<file path="config.mk">
export PLATFORM = sky130hd
export DESIGN_NAME = enc8to3_rr
export DESIGN_NICKNAME = d
export VERILOG_FILES = /design/src/rtl/enc_pkg.sv /design/src/rtl/dec3to8_case.sv /design/src/rtl/enc8to3_rr.sv
export SDC_FILE = /design/constraint.sdc
export NUM_CORES = 1
export LEC_CHECK = 0
export CORE_AREA = 10 10 94 96
export CTS_CLUSTER_DIAMETER = 80
export CTS_CLUSTER_SIZE = 12
export DETAILED_ROUTE_END_ITERATION = 10
export DIE_AREA = 0 0 104 106
export MAX_ROUTING_LAYER = met4
export PLACE_DENSITY_LB_ADDON = 0.12
export SETUP_SLACK_MARGIN = 0.05
export SKIP_LAST_GASP = 1
export SLEW_MARGIN = 40
export SYNTH_ARGS = -nofsm -noshare
export SYNTH_HDL_FRONTEND = slang
export SYNTH_SLANG_ARGS = --single-unit
</file>
<file path="constraint.sdc">
create_clock -name clk -period 4.5 [get_ports clk]
set_input_delay 0.675 -clock clk [delete_from_list [all_inputs] [get_ports clk]]
set_output_delay 0.675 -clock clk [all_outputs]
set_load 0.03 [all_outputs]
</file>
<file path="src/rtl/enc_pkg.sv">
// Shared definitions for the round-robin 8-to-3 encoder: sizes, FSM encodings
// and the rotating priority select.
package enc_pkg;

  localparam int unsigned N = 8;
  localparam int unsigned W = 3;

  localparam logic [0:0] S_IDLE  = 1'b0;
  localparam logic [0:0] S_VALID = 1'b1;

  // First set bit of mask scanning ptr, ptr+1, ... with wrap; returns ptr if mask is empty.
  function automatic logic [W-1:0] rr_select(input logic [N-1:0] mask,
                                             input logic [W-1:0] ptr);
    logic [W-1:0] idx;
    logic [W-1:0] sel;
    logic         found;
    sel   = ptr;
    found = 1'b0;
    for (int unsigned i = 0; i < N; i++) begin
      idx = ptr + W'(i);
      if (!found && mask[idx]) begin
        sel   = idx;
        found = 1'b1;
      end
    end
    return sel;
  endfunction

endpackage

</file>
<file path="src/rtl/dec3to8_case.sv">
// Case-based 3-to-8 decoder with enable; all-zero output when disabled.
module dec3to8_case
  import enc_pkg::*;
(
  input  logic         en,
  input  logic [W-1:0] in,
  output logic [N-1:0] out
);

  always_comb begin
    out = '0;
    if (en) begin
      case (in)
        3'd0:    out = 8'h01;
        3'd1:    out = 8'h02;
        3'd2:    out = 8'h04;
        3'd3:    out = 8'h08;
        3'd4:    out = 8'h10;
        3'd5:    out = 8'h20;
        3'd6:    out = 8'h40;
        3'd7:    out = 8'h80;
        default: out = '0;
      endcase
    end
  end

endmodule

</file>
<file path="src/rtl/enc8to3_rr.sv">
// Round-robin 8-to-3 request encoder: latches multi-hot requests into a pending
// mask and presents one index per transfer on a valid/ready output.
module enc8to3_rr
  import enc_pkg::*;
(
  input  logic         clk,
  input  logic         rst_n,
  input  logic         en,
  input  logic [N-1:0] in,
  output logic [W-1:0] out,
  output logic         out_valid,
  input  logic         out_ready,
  output logic [N-1:0] pending,
  output logic         ovf
);

  logic [0:0]   state;
  logic [0:0]   state_nxt;
  logic [W-1:0] ptr;
  logic [W-1:0] ptr_nxt;
  logic [W-1:0] out_nxt;

  logic         acc_c;
  logic [N-1:0] set_c;
  logic [N-1:0] clr_c;
  logic [N-1:0] rem_c;
  logic [W-1:0] ptr_adv_c;

  assign acc_c     = out_valid & out_ready;
  assign set_c     = en ? in : '0;
  assign rem_c     = pending & ~clr_c;
  assign ptr_adv_c = out + W'(1);

  dec3to8_case u_clr_dec (
    .en  (acc_c),
    .in  (out),
    .out (clr_c)
  );

  // Set wins over clear; overflow flags a capture onto a bit that survives this cycle.
  always_ff @(posedge clk or negedge rst_n) begin
    if (!rst_n) begin
      pending <= '0;
      ovf     <= 1'b0;
    end else begin
      pending <= (pending & ~clr_c) | set_c;
      ovf     <= |(set_c & pending & ~clr_c);
    end
  end

  always_ff @(posedge clk or negedge rst_n) begin
    if (!rst_n) begin
      state     <= S_IDLE;
      ptr       <= '0;
      out       <= '0;
      out_valid <= 1'b0;
    end else begin
      state     <= state_nxt;
      ptr       <= ptr_nxt;
      out       <= out_nxt;
      out_valid <= (state_nxt == S_VALID);
    end
  end

  // Selection sees only the registered mask, so same-cycle captures wait a turn.
  always_comb begin
    state_nxt = state;
    ptr_nxt   = ptr;
    out_nxt   = out;
    case (state)
      S_IDLE: begin
        if (pending != '0) begin
          out_nxt   = rr_select(pending, ptr);
          state_nxt = S_VALID;
        end
      end
      S_VALID: begin
        if (acc_c) begin
          ptr_nxt = ptr_adv_c;
          if (rem_c != '0) begin
            out_nxt = rr_select(rem_c, ptr_adv_c);
          end else begin
            state_nxt = S_IDLE;
          end
        end
      end
      default: state_nxt = S_IDLE;
    endcase
  end

endmodule

</file>
==> run metrics, run 1 <==
total setup buffers inserted after CTS 0; detailed placement HPWL 5.923 mm; critical path, cell by cell clkdlybuf4s50_1 -> nand4_1 -> a32o_1 -> mux2_2 -> o32ai_4 -> a31oi_1 -> o221a_2 -> xnor2_1 -> a221o_1; CORE AREA 7059 um^2; CP Class input pin to register; largest cells by area after synthesis mux4_2 (15%), dfrtp_1 (15%), nand2_1 (5.9%); gr ovfl total 0; multi-input logic area 2117 um^2; status complete, no violations; clk sink count 16; cts hold-fix bufs 0; post-CTS resize count 0; initial core utilization 38.53%; diode count 0; largest net degree at the start of global routing 26; gpl congestion 0.8817; clk_skew 0.001362 ns; Routed Antenna Nets 0; CTS buffer count 3; die height 106 um; Rows 31; sequential cell area 400.4 um^2; Seq/Total Area, Yosys 14.72%; post-route minimum period 3.633 ns; post-synth top area cell mux4_2; slowest CP cell clkdlybuf4s50_1; DP Worst Slack 0.6179 ns; EDFF count, synth 0; CTS clock-pin slew for the worst setup and hold paths 0.07 ns; Root Buffer clkbuf_8; 1st-iter DRT viols 207; DRC violations left 0; Worst-Margin Slew 0.7444 ns; met3 WL 332 um; Ys Warns 0; CP arrival 3.77 ns; ys async rst share 100.0%; vias per cell 6.166; critical path launch point type input pin; Max-cap violations 0; initial antenna violation count 0; port bufs 24; Synth top area share 14.90%; critical path required time 4.64 ns; Clock H-tree levels 1; share of cells above drive strength 1 13.13%; Layout area overhead 11.91%; GRT Util Overall 14.32%; Layout fillers 724; Pre-Repair DR Iteration Count 5; period utilization 80.73%; num ports 25; crit path max fanout 17; Final WS setup 0.8673 ns; die width 104 um; setup TNS 0 ns; Max Root-Sink Buffers 2; vias in the first global route 2542; CP Capture Type register; DRT Wirelength 7.737 mm; Final setup viols 0; Synth cell types 63; Hold Vio Cnt, Final 0; vias 2676; first-pass GRT wire length 13.14 mm; WL/cell 17.83 um; mapped cell area 2720 um^2; Mapped Nets 350; Slew Viols, Final 0; RSZ-0062 raised after global routing false; top_reg_cell synth dfrtp_1; CTS tree yes; latest clock arrival within the worst-skew pair 0.25 ns; Fmax 275.3 MHz; nets@finish 358; Rel. slew slack 50.22%; met1 WL 3.634 mm; Post-Synthesis Cells 328; Top Layer Used met4; die area 11020 um^2; mean post-synth cell area 8.293 um^2; Largest stage delay, worst path 0.78 ns; met2 wire length 3.656 mm; worst hold path type input pin to async pin; #FFs+latches synth 16
## routing by layer
| layer | track usage, % | vias up |
|---|---|---|
| met2 | 23.01 | 79 |
| met3 | 2.174 | 14 |
| met4 | 3.280 | 0 |
| met1 | 18.63 | 1310 |
| met5 | - | - |
| li1 | - | 1273 |
## cell type report
type	count	share of cell area (%)
multi-input combinational	268	69.54
sequential	16	13.15
timing repair buffer	31	9.453
tap	99	4.069
inverter	16	1.973
clock buffer	4	1.808
## state kept, by name (all words and copies together), names as in the netlist
signal / flops
pending: 8
out: 3
state: 1
ovf: 1
ptr: 3
## cells in the mapped netlist, types with 4 or more instances
master,count
nor2_1,23
nor2b_1,10
o22ai_1,9
nand2_1,43
o32ai_1,5
nor3_1,6
a21o_1,4
ha_1,10
o211ai_1,4
buf_2,8
nand3_1,9
xor2_1,4
buf_4,4
a31oi_1,6
inv_1,16
a21oi_1,8
a211oi_1,4
o21ai_0,12
nand2b_1,9
clkbuf_1,12
xnor2_1,5
and4_1,4
and2_1,4
a22oi_1,5
nand4_1,4
mux4_2,18
a32oi_1,5
mux2i_1,10
dfrtp_1,16
## critical path: cells and delay by family
kind	cells	cell delay, ns
buf+inv	1	0.78
xor+xnor	1	0.13
simple gates	1	0.29
mux	1	0.35
compound gates	5	1.54
## per-stage QoR
stage / instances / utilization (%) / area [um^2] / hold WS (ns)
after floorplan: 328 / - / 2720 / 0.3794
after global placement: 430 / 42.38 / 2992 / 0.6753
after detailed placement: 430 / 42.38 / 2992 / 0.6887
after CTS: 434 / 43.16 / 3047 / 0.7044
after global routing: 434 / 43.12 / 3044 / 0.3515
final: 434 / 43.12 / 3044 / 0.3294
## cell families (layout without fill, tap and decap cells)
group                    after synthesis  in the layout  synth area share (%)
multiplexers                          32             32                 20.38
adder cells (fa/ha/maj)               10             10                 4.600
buffers and inverters                 44             51                 7.544
XOR/XNOR                               9              9                 2.898
AO/OA/AOI/OAI                         89             89                 25.44
flip-flops                            16             16                 14.72
AND/OR/NAND/NOR                      128            128                 24.42
## placed cells by master (no fill, tap or decap), drive strengths merged, types with 6 or more instances in the layout
master,synthesis,routed
dfrtp,16,16
a31oi,6,6
nand2b,9,9
clkdlybuf4s50,0,23
inv,16,16
nor2,23,23
buf,16,8
a21oi,8,8
mux2i,10,10
nor3,6,6
mux4,18,18
o32ai,6,6
ha,10,10
nor2b,10,10
nand2,43,43
o22ai,9,9
and2,6,6
nand3,10,10
o21ai,12,12
## worst paths after layout
path	start	endpoint	slack [ns]	depth (start not counted)
hold / removal	rst_n	ovf	0.33	1
setup reg to reg	out[0]	out[1]	0.96	11
setup / recovery	out_ready	out[1]	0.87	9
min in group clk	out[1]	out[1]	0.69	2
max in group asynchronous	rst_n	out[2]	3.90	1
hold reg to reg	out[1]	out[1]	0.69	2
Power of run 1 is left out: the tool's default activity adds up to more than one toggle a clock period on the data nets, which glitch-free logic cannot reach.
==> inputs of run 2 (changes only) <==
==> constraint.sdc (replaced) <==
create_clock -name clk -period 3.71 [get_ports clk]
set_input_delay 0.5565 -clock clk [delete_from_list [all_inputs] [get_ports clk]]
set_output_delay 0.5565 -clock clk [all_outputs]
set_load 0.03 [all_outputs]
==> run metrics, run 2 (same netlist as run 1, synthesis figures left out) <==
critical path launch point type register; post-route minimum period 3.325 ns; Max-cap violations 0 (unchanged); nets@finish 372 (+3.9%); WL/cell 17.87 um (+0.22%); CTS tree yes; cts hold-fix bufs 0 (unchanged); vias in the first global route 2549 (+0.28%); slowest CP cell ha_2; status complete, no violations; Root Buffer clkbuf_8; 1st-iter DRT viols 205 (-0.97%); Routed Antenna Nets 0 (unchanged); CTS clock-pin slew for the worst setup and hold paths 0.07 ns (about the same); Layout area overhead 16.24%; Layout fillers 724 (unchanged); CTS buffer count 3 (unchanged); post-CTS resize count 0 (unchanged); detailed placement HPWL 6.192 mm (+4.5%); Slew Viols, Final 0 (unchanged); Rel. slew slack 51.49% (+1.3 points); Final setup viols 0 (unchanged); critical path required time 3.85 ns (-0.79 ns); worst path buffer plus inverter count 2 (+1); Clock H-tree levels 1 (unchanged); Fmax 300.8 MHz; worst hold path type input pin to async pin; initial core utilization 38.53% (unchanged); gr ovfl total 0 (unchanged); Worst-Margin Slew 0.7277 ns (-0.01677 ns); clk sink count 16 (unchanged); delay-heaviest family, CP compound AO/OA/AOI/OAI gates; CP Capture Type register; Largest Register pending; latest clock arrival within the worst-skew pair 0.25 ns (about the same); port bufs 24 (unchanged); Max Root-Sink Buffers 2 (unchanged); CP Class register to register; GRT Util Overall 14.43% (+0.11 points); first-pass GRT wire length 13.15 mm (about the same); crit path max fanout 13 (-4); vias 2721 (+1.7%); Hold Vio Cnt, Final 0 (unchanged); die width 104 um (unchanged); period utilization 89.62%; Largest stage delay, worst path 0.49 ns (-0.29 ns); CP arrival 3.46 ns (-0.31 ns); share of cells above drive strength 1 16.62% (+3.5 points); DRT Wirelength 8.004 mm (+3.5%); die height 106 um (unchanged); clk_skew 0.003063 ns (+0.001701 ns); commonest non-fill, non-tap cells in the layout nand2_1 (43), nor2_1 (23), clkdlybuf4s50_1 (23), buf_4 (20), mux4_2 (18); Regs by FF count pending x8, out x3, ptr x3; RSZ-0062 raised after global routing false; commonest non-fill, non-tap cell in the layout nand2_1; vias per cell 6.074 (-1.5%); Pre-Repair DR Iteration Count 4 (-1); gpl congestion 0.8813 (about the same); critical path, cell by cell inv_1 -> ha_2 -> buf_4 -> nor2b_1 -> a32o_1 -> mux2_2 -> o32ai_4 -> a31oi_1 -> o221a_2 -> xnor2_1 -> a221o_1; die area 11020 um^2 (unchanged); largest net degree at the start of global routing 25 (-3.8%); diode count 0 (unchanged); Largest register FFs 8 (unchanged); Rows 31 (unchanged); CORE AREA 7059 um^2 (unchanged); DRC violations left 0 (unchanged); initial antenna violation count 0 (unchanged); total setup buffers inserted after CTS 0 (unchanged); num ports 25 (unchanged); setup TNS 0 ns (unchanged)
run 2: layout make-up:
cell class	count	area, um^2	share of cell area [%]
Tap cell	99	123.9	3.918
Sequential cell	16	400.4	12.66
Inverter	16	60.06	1.899
Multi-Input combinational cell	268	2117	66.96
Timing Repair Buffer	45	405.4	12.82
Clock buffer	4	55.05	1.741
run 2: per-layer routing:
layer  vias up  global-route usage, %  wire length [um]
li1       1304                      -                 -
met1      1330                  19.31              3812
met2        81                  22.46              3756
met3         6                  1.872               376
met4         0                  3.877                59
met5         -                      -                 0
run 2: worst paths after layout:
check,from,endpoint,slack [ns],depth (start not counted)
min in group clk,out[2],out[2],0.59,2
worst max register to register,out[0],out[1],0.39,11
max in group asynchronous,rst_n,out[1],3.23,1
worst max-delay path,out[0],out[1],0.39,11
worst min register to register,out[2],out[2],0.59,2
worst min-delay path,rst_n,ovf,0.21,1
run 2: through the flow:
stage	hold WS, ns	setup WS, ns	instance area, um^2	util, %	instances
5_1_grt	0.2306	0.1073	3162	44.79	448
3_5_place_dp	0.5734	0.2636	3109	44.04	444
2_1_floorplan	0.2609	0.09086	2720	-	328
3_3_place_gp	0.5713	0.2854	3109	44.04	444
4_1_cts	0.5916	0.2696	3164	44.82	448
6_report	0.2097	0.3853	3162	44.79	448
run 2: worst register-to-register path, stage by stage, from the launching register on:
cell	delay, ns
dfrtp_1	0.45
inv_1	0.09
ha_2	0.49
buf_4	0.24
nor2b_1	0.08
a32o_1	0.26
mux2_2	0.34
o32ai_4	0.38
a31oi_1	0.14
o221a_2	0.29
xnor2_1	0.12
a221o_1	0.32
Power of run 2 is left out for the same reason.
==> inputs of run 3 (changes only) <==
--- a/config.mk
+++ b/config.mk
@@ -17,4 +17,5 @@
 export SLEW_MARGIN = 40
 export SYNTH_ARGS = -nofsm -noshare
 export SYNTH_HDL_FRONTEND = slang
+export SYNTH_HIERARCHICAL = 1
 export SYNTH_SLANG_ARGS = --single-unit
==> run metrics, run 3 <==
status complete, no violations; CTS clock-pin slew for the worst setup and hold paths 0.08 ns (about the same); Clock H-tree levels 1 (unchanged); Pre-Repair DR Iteration Count 4 (unchanged); gr ovfl total 0 (unchanged); Synth cell types 75 (+19%); critical path launch point type input pin; CTS buffer count 3 (unchanged); share of cells above drive strength 1 21.02% (+4.4 points); CTS tree yes; num ports 25 (unchanged); latest clock arrival within the worst-skew pair 0.26 ns (about the same); Largest Register pending; commonest non-fill, non-tap cells in the layout nand2_1 (35), mux2i_1 (26), clkdlybuf4s50_1 (23), buf_4 (22), nor2_1 (18); largest net degree at the start of global routing 34 (+36%); Synth Area in Compound Gates 17.15% (-8.3 points); CP Class input pin to register; worst hold path type input pin to async pin; CORE AREA 7059 um^2 (unchanged); clk_skew 0.01025 ns (+0.007188 ns); Largest register FFs 8 (unchanged); top_reg_cell synth dfrtp_1; vias 2525 (-7.2%); CP arrival 3.58 ns (+0.12 ns); diode count 0 (unchanged); Slew Viols, Final 0 (unchanged); commonest non-fill, non-tap cell in the layout nand2_1; Largest stage delay, worst path 0.53 ns (+0.04 ns); CP Capture Type register; DRT Wirelength 8.056 mm (+0.65%); top-count cell post-synth nand2_1; Hold Vio Cnt, Final 0 (unchanged); initial core utilization 38.44% (-0.089 points); 1st-iter DRT viols 117 (-43%); initial antenna violation count 0 (unchanged); Synth Area in Adders 1.844% (-2.8 points); GRT Util Overall 14.73% (+0.30 points); gpl congestion 0.8681 (-1.5%); Routed Antenna Nets 0 (unchanged); Root Buffer clkbuf_8; crit path max fanout 8 (-5); critical path required time 3.87 ns (+0.02 ns); first-pass GRT wire length 13.28 mm (+1.0%); period utilization 92.19% (+2.6 points); total setup buffers inserted after CTS 0 (unchanged); Simple-Gate Fraction of Synth Area 26.92% (+2.5 points); clk sink count 16 (unchanged); cts hold-fix bufs 0 (unchanged); RSZ-0062 raised after global routing false; delay-heaviest family, CP simple AND/OR/NAND/NOR gates; Rel. slew slack 57.05% (+5.6 points); ys async rst share 100.0% (unchanged); Synth Area in XOR/XNOR 2.259% (-0.64 points); #FFs+latches synth 16 (unchanged); Max-cap violations 0 (unchanged); main combinational cell family by area after synthesis multiplexers; Rows 31 (unchanged); largest cells by area after synthesis dfrtp_1 (15%), mux4_2 (14%), mux2i_1 (9.6%); DRC violations left 0 (unchanged); die area 11020 um^2 (unchanged); Max Root-Sink Buffers 2 (unchanged); mapped cell area 2714 um^2 (-0.23%); nets@finish 350 (-5.9%); Ys Warns 6 (+6); die width 104 um (unchanged); worst path buffer plus inverter count 2 (unchanged); post-synth top area cell dfrtp_1; Fmax 292.4 MHz (-2.8%); Regs by FF count pending x8, out x3, ptr x3; port bufs 24 (unchanged); vias per cell 5.845 (-3.8%); Final setup viols 0 (unchanged); die height 106 um (unchanged); vias in the first global route 2547 (-0.078%); R2R setup slack 0.37 ns (-0.02 ns); Seq/Total Area, Yosys 14.75% (+0.034 points); detailed placement HPWL 6.330 mm (+2.2%); post-route minimum period 3.420 ns (+0.09534 ns); post-CTS resize count 0 (unchanged); critical path, cell by cell clkdlybuf4s50_1 -> nand2_1 -> inv_1 -> nor4b_2 -> nor2b_1 -> mux4_2 -> mux2i_4 -> nand4b_1 -> or2_1 -> o22ai_2 -> xnor2_1 -> a311oi_1; Synth top area share 14.75% (-0.15 points); Worst-Margin Slew 0.6443 ns (-0.08334 ns); most instantiated cells after synthesis nand2_1 (35), mux2i_1 (26), nor2_1 (18); Mapped Nets 322 (-8.0%); mean post-synth cell area 8.869 um^2 (+6.9%); Layout area overhead 17.10%; WL/cell 18.65 um (+4.4%); setup TNS 0 ns (unchanged); mux contribution to synthesized area 30.98% (+11 points); Post-Synthesis Cells 306 (-6.7%); slowest CP cell clkdlybuf4s50_1; EDFF count, synth 0 (unchanged)
==> run 3: worst paths after layout <==
check | from | cells after the start | endpoint
worst max register to register | ptr[0] | 9 | out[2]
worst max-delay path | out_ready | 12 | out[1]
worst min-delay path | rst_n | 1 | ptr[1]
max in group asynchronous | rst_n | 1 | pending[1]
worst min register to register | state | 1 | out[0]
min in group clk | state | 1 | out[0]
==> run 3: logic make-up after synthesis <==
group | after synthesis
buffers and inverters | 35
DFF | 16
and+or+nand+nor | 128
muxes | 55
AOI/OAI and AO/OA | 61
xor gates and xnor gates | 7
adders and majority gates | 4
==> run 3: final cells by class <==
| type | instances | area, um^2 |
|---|---|---|
| repair buffers | 46 | 400.4 |
| inverters | 12 | 45.04 |
| multi-input cells | 255 | 2153 |
| flip-flops and latches | 16 | 400.4 |
| clock buffers | 4 | 55.05 |
| fillers | 721 | 3881 |
| well taps | 99 | 123.9 |
==> run 3: metrics by stage <==
step / worst slack, ns / hold WS [ns] / instance area [um^2] / cells / utilization (%)
after detailed placement: 0.03741 / 0.5855 / 3123 / 428 / 44.24
after global placement: 0.05215 / 0.5881 / 3123 / 428 / 44.24
after CTS: 0.1785 / 0.6036 / 3178 / 432 / 45.02
after global routing: 0.05284 / 0.2456 / 3178 / 432 / 45.02
final: 0.2899 / 0.2078 / 3178 / 432 / 45.02
after floorplan: 0.3434 / 0.2609 / 2714 / 306 / -
==> run 3: routing by layer <==
layer	share of wire, %	routed length [um]	GRT usage [%]	vias up
li1	-	-	-	1245
met5	0	0	-	-
met3	2.4	191	1.147	4
met2	51	4137	25.63	49
met4	0.65	52	2.386	0
met1	46	3675	18.62	1227
Power of run 3 is left out for the same reason.
